`src/rtl/sobel_gradient_pipe.sv`:
```
// sobel_gradient_pipe
//   Three-stage Sobel gradient pipeline over a 3x3 pixel window.
//   S1 forms the four weighted row/column sums, S2 the signed gx/gy
//   differences, S3 |gx|+|gy| saturated to the pixel range.
//   Every stage carries a valid bit and the whole pipe advances together
//   whenever the output register is empty or being drained.
//
// Parameters
//   PIXEL_W  unsigned pixel width (4..16)
//   MODE     0 = vertical gradient only, 1 = horizontal only, 2 = both
//   GRAD_W   derived signed gradient width, PIXEL_W+3
//
// Ports
//   clk        single clock, all state on the rising edge
//   reset      synchronous active-high reset
//   window     9 pixels, Pk at [k*PIXEL_W +: PIXEL_W], row-major, P0 top-left
//   in_valid   window is valid
//   in_ready   block accepts window (combinational pipeline advance)
//   gx, gy     signed horizontal / vertical gradients
//   mag        saturated |gx|+|gy|
//   out_valid  gx/gy/mag are valid
//   out_ready  sink accepts result
//   out_count  number of results handed off, wraps at 16 bits
//
// Optional feature (macro SOBEL_THRESH_EN)
//   thresh     edge threshold
//   edge_det   registered (mag >= thresh); named edge_det because "edge"
//              is a reserved word
module sobel_gradient_pipe #(
  parameter int unsigned PIXEL_W = 8,
  parameter int unsigned MODE    = 2,
  localparam int unsigned GRAD_W = PIXEL_W + 3
) (
  input  logic                       clk,
  input  logic                       reset,
  input  logic [9*PIXEL_W-1:0]       window,
  input  logic                       in_valid,
  output logic                       in_ready,
  output logic signed [GRAD_W-1:0]   gx,
  output logic signed [GRAD_W-1:0]   gy,
  output logic [PIXEL_W-1:0]         mag,
  output logic                       out_valid,
  input  logic                       out_ready,
  output logic [15:0]                out_count
`ifdef SOBEL_THRESH_EN
  ,
  input  logic [PIXEL_W-1:0]         thresh,
  output logic                       edge_det
`endif
);

  localparam int unsigned SUM_W = PIXEL_W + 2;

  logic adv;
  logic v1, v2, v3;

  logic [PIXEL_W-1:0] p [9];
  logic [SUM_W-1:0]   top_c, bot_c, lft_c, rgt_c;
  logic [SUM_W-1:0]   top_q, bot_q, lft_q, rgt_q;

  logic signed [GRAD_W-1:0] gx_c, gy_c;
  logic signed [GRAD_W-1:0] gx_q, gy_q;

  logic [GRAD_W-1:0]  ax_c, ay_c;
  logic [GRAD_W:0]    sum_c;
  logic [PIXEL_W-1:0] mag_c;

  assign adv       = out_ready || !out_valid;
  assign in_ready  = adv;
  assign out_valid = v3;

  // S1 combinational: weighted row and column sums
  always_comb begin
    for (int unsigned k = 0; k < 9; k++) begin
      p[k] = window[k*PIXEL_W +: PIXEL_W];
    end
    top_c = SUM_W'(p[0]) + (SUM_W'(p[1]) << 1) + SUM_W'(p[2]);
    bot_c = SUM_W'(p[6]) + (SUM_W'(p[7]) << 1) + SUM_W'(p[8]);
    lft_c = SUM_W'(p[0]) + (SUM_W'(p[3]) << 1) + SUM_W'(p[6]);
    rgt_c = SUM_W'(p[2]) + (SUM_W'(p[5]) << 1) + SUM_W'(p[8]);
  end

  // S2 combinational: signed differences, zero-extended sums so the
  // full +/-4*(2^PIXEL_W-1) range fits in GRAD_W
  always_comb begin
    gy_c = $signed({1'b0, top_q}) - $signed({1'b0, bot_q});
    gx_c = $signed({1'b0, rgt_q}) - $signed({1'b0, lft_q});
    if (MODE == 0) gx_c = '0;
    if (MODE == 1) gy_c = '0;
  end

  // S3 combinational: magnitudes taken as unsigned GRAD_W values, so
  // negating the most negative gradient cannot overflow
  always_comb begin
    ax_c  = gx_q[GRAD_W-1] ? GRAD_W'(-gx_q) : GRAD_W'(gx_q);
    ay_c  = gy_q[GRAD_W-1] ? GRAD_W'(-gy_q) : GRAD_W'(gy_q);
    sum_c = {1'b0, ax_c} + {1'b0, ay_c};
    mag_c = (|sum_c[GRAD_W:PIXEL_W]) ? '1 : sum_c[PIXEL_W-1:0];
  end

  // Datapath registers for S1/S2; only loaded by valid data so bubbles
  // leave them untouched
  always_ff @(posedge clk) begin
    if (adv && in_valid) begin
      top_q <= top_c;
      bot_q <= bot_c;
      lft_q <= lft_c;
      rgt_q <= rgt_c;
    end
    if (adv && v1) begin
      gx_q <= gx_c;
      gy_q <= gy_c;
    end
  end

  // Valid chain, S3 output registers and handoff counter
  always_ff @(posedge clk) begin
    if (reset) begin
      v1        <= 1'b0;
      v2        <= 1'b0;
      v3        <= 1'b0;
      gx        <= '0;
      gy        <= '0;
      mag       <= '0;
      out_count <= '0;
    end else begin
      if (adv) begin
        v1 <= in_valid;
        v2 <= v1;
        v3 <= v2;
        if (v2) begin
          gx  <= gx_q;
          gy  <= gy_q;
          mag <= mag_c;
        end
      end
      if (v3 && out_ready) begin
        out_count <= out_count + 16'd1;
      end
    end
  end

`ifdef SOBEL_THRESH_EN
  always_ff @(posedge clk) begin
    if (reset) begin
      edge_det <= 1'b0;
    end else if (adv && v2) begin
      edge_det <= (mag_c >= thresh);
    end
  end
`else
  // No threshold comparator in this build.
`endif

endmodule

```
`config.mk`:
```
export PLATFORM = sky130hd
export DESIGN_NAME = sobel_gradient_pipe
export DESIGN_NICKNAME = d
export VERILOG_FILES = /design/src/rtl/sobel_gradient_pipe.sv
export SDC_FILE = /design/constraint.sdc
export NUM_CORES = 1
export LEC_CHECK = 0
export ABC_AREA = 1
export BUFFER_PORTS_ARGS = -buffer_cell sky130_fd_sc_hd__buf_2
export CORE_ASPECT_RATIO = 1.75
export CORE_MARGIN = 5
export CORE_UTILIZATION = 52
export DETAILED_ROUTE_END_ITERATION = 7
export PLACE_DENSITY_LB_ADDON = 0.08
export SYNTH_ARGS = -nofsm -noshare
export SYNTH_HDL_FRONTEND = slang
export SYNTH_SLANG_ARGS = --single-unit
export TNS_END_PERCENT = 100
```
`constraint.sdc`:
```
create_clock -name clk -period 2.6 [get_ports clk]
set_input_delay 0.13 -clock clk [delete_from_list [all_inputs] [get_ports clk]]
set_output_delay 0.13 -clock clk [all_outputs]
set_load 0.005 [all_outputs]
```
==> results.toml <==
[outcome]
failed_checks = "negative setup slack"
outcome = "finished with violations"

[power_and_ir_drop]
power.switching_mw = 2.75
p_leak_nw = 4.43
pwr-share-comb_pct = 47.5
clkPwrFrac_pct = 19.0
p_total_mw = 7.02
powerDensity_mw_per_mm2 = 776
p_int_mw = 4.27
power_frac_seq_pct = 33.5
ir_worst_vdd_uv = 372
swShare_pct = 39.1

[worst_setup_path]
r2r_end = "mag[0]$_SDFFE_PP0P_"
rr_startpoint = "gy_q[0]$_DFFE_PP_"
cp.required_ps = 2830
critPathArrivalTime_ps = 2970
worst_r2r_path_depth = 18
cp_max_fo = 8
critPathLaunchType = "flop"
cp-end-kind = "flop"
setup.worst_path.class = "reg -> reg"
ff2ff_setup_slack_ps = -140
crit_end = "mag[0]$_SDFFE_PP0P_"
crit_start = "gy_q[0]$_DFFE_PP_"

[clocking]
clk_pin_slew_ps = 80
cts_buffers = 9
cts_buffer_depth = 2
clock_latency_ps = 350
cts.sinks = 111
cts_tree = "yes"
htreeDepth = 3
clockRootBuffer = "clkbuf_16"

[route]
drt.antenna.violating_nets = 0
wl_met1_um = 6090
viasPerCell = 5.07
first_iter_violations = 198
routed_wl_um = 17700
maxUsedRoutingLayer = "met4"
wl_per_cell_um = 14.8
num_vias = 6034
drc = 0
dr.pass1.iters = 4
wl_met2_um = 10400
dr_wl_met3_um = 651

[floorplanning]
die_h_um = 169
ioPinCount = 124
row_count = 58
die-area_sq_mm = 0.0171
coreArea_sq_mm = 0.0143
dieWidth_um = 101
start_util_pct = 52.8

[synth]
ys_seq_elements = 111
syn_inst = 849
synth.area.top_cells = "edfxtp_1 25%, dfxtp_1 13%, ha_1 12%"
synth_area_per_cell_sq_um = 8.89
synth_top_area_share_pct = 24.7
syn-num-nets = 1030
synth.yosys.seq_area_share_pct = 37.7
yosysUniqueCellTypes = 39
synth_top_cell_by_area = "edfxtp_1"
ys_warn_count = 0
syn_area_sq_mm = 0.00754

[timing]
slew_violations = 0
setup_viol = 8
max_freq_mhz = 365
relSlewSlack_pct = 41.0
fin_ws_ps = -140
min_period_ps = 2740
fin_skew_ps = 9.43
hold_viol_final = 0
worst_pin_slew_ps = 884
rsz0062_at_grt = "yes"
period_share_pct = 105
whs_ps = 51.5

[cells_and_area]
diodes = 0
final_cell_area_sq_mm = 0.00905
layout-drive-gt1-share_pct = 21.8
nets = 1185
fillCellCount = 1236
syn_to_final_growth_pct = 19.9

[worst_hold_path]
hold_class = "in -> reg"

[placed_design]
post-dp-hpwl_um = 14800
dpl-instance-area_sq_mm = 0.00852
gp_congestion = 0.930
dpl_worst_slack_ps = -192
port_buffers = 115

[global_routing]
grt_pass1_wl_um = 28100
grt_antenna_before_repair = 0
grt_overflow_total = 0
grt_pass1_vias = 6139
grt_usage_pct = 21.1
grt_max_degree = 50

[flow_run]
max-cap-violations = 0
power groups by stage:
stage	clock network, mW	logic, mW	registers (mW)
6_report	1.34	3.33	2.35
5_1_grt	1.42	3.76	2.38
3_5_place_dp	0	3.06	2.39
2_1_floorplan	0	2.15	2.36
4_1_cts	1.36	3.19	2.35
3_3_place_gp	0	3.04	2.38
stage by stage:
step / utilization (%) / instances / setup TNS, ps
after floorplan: - / 849 / 0
after CTS: 62.4 / 1186 / -377
final: 63.3 / 1189 / -997
after global placement: 59.6 / 1163 / -1270
after detailed placement: 59.6 / 1163 / -1470
after global routing: 63.3 / 1189 / -2350
synthesized netlist by cell type:
cell	number
a21o_1	1
clkbuf_1	7
nand2_2	2
edfxtp_1	62
and3b_1	1
o211ai_1	4
nor2_2	2
a21oi_1	82
o221ai_1	2
or2_2	1
nor2_8	2
o21ai_1	12
nor2_4	2
xor2_1	48
fa_1	35
dfxtp_1	49
a31oi_1	1
nand3_1	25
nor2_1	62
nand3_2	1
nor3b_1	2
buf_2	3
a211oi_1	2
nor4_1	2
buf_1	1
nor3_4	1
ha_1	70
nand2_1	131
nor3_1	11
o21bai_1	2
xnor2_1	12
inv_1	140
nand3b_1	1
nand2_4	2
nand4_1	9
or2_1	2
nand4_4	1
o21ai_0	54
o21a_1	2
what timing repair did:
item / 4_1_cts / 5_1_grt
buffers inserted: 7 / 3
resized for setup: 21 / 26
endpoints found under the setup margin: 8 / 8
gates cloned: 0 / 0
hold buffers: 0 / 0
pin swaps: 9 / 19
sequential cells by signal, indices dropped and copies added, names as in the netlist, 8 cells and up:
register / flops
rgt_q: 10
mag: 8
bot_q: 10
gx_q: 11
gy_q: 11
out_count: 16
gx: 11
top_q: 10
lft_q: 10
gy: 11
kinds of logic after synthesis:
family	Yosys count	share of synthesized area (%)
compound gates	162	11.2
xor+xnor	60	6.97
fa+ha+maj	105	20.9
buf+inv	151	7.56
flops	111	37.7
simple gates	260	15.7
metal layers:
metal,vias to the layer above,global-route usage (%)
li1,3102,-
met2,139,42.9
met5,-,0
met3,31,2.88
met4,0,8.04
met1,2762,20.3
worst min-delay path by stage:
stage,cells past startpoint,start,endpoint
finish,3,in_valid,v1$_SDFFE_PP0N_
global route,3,in_valid,v1$_SDFFE_PP0N_
CTS,3,in_valid,v1$_SDFFE_PP0N_
detailed placement,3,in_valid,v1$_SDFFE_PP0N_
global placement,3,in_valid,v1$_SDFFE_PP0N_
floorplan,2,reset,out_count[10]$_SDFFE_PP0P_
placed cells by master (no fill, tap or decap), types with 6 or more instances in the layout:
master / count
inv_1: 134
nand2_1: 123
buf_2: 115
a21oi_1: 76
ha_1: 67
edfxtp_1: 62
nor2_1: 58
o21ai_0: 51
dfxtp_1: 49
xor2_1: 47
buf_4: 39
fa_1: 35
nand3_1: 21
o21ai_1: 14
xnor2_1: 12
nand4_1: 9
nand2_2: 9
clkbuf_16: 9
nor3_1: 8
inv_2: 6
a21oi_2: 6
worst max-delay path, stage by stage (launching register included):
cell      delay [ps]
edfxtp_1         440
inv_2            110
ha_4             130
inv_2             40
nor3_4           140
nand3_2          110
nor2_2           140
nand2_2           80
nand2_2           70
xor2_1           150
ha_1             300
nand2_1          100
nand2_2           70
a21oi_2          130
nand2_1           60
nor2_1           110
nand3_2          100
nor2_4           230
a21oi_1          100
cell type report:
class	count	area, sq um	share of cell area (%)
timing repair buffer	155	880	9.72
multi-input combinational	587	4290	47.4
inverter	140	526	5.81
clock inverter	5	51.3	0.567
clock buffer	11	233	2.57
tap	180	225	2.49
sequential	111	2840	31.4
Power figures use the tool's default switching activity.
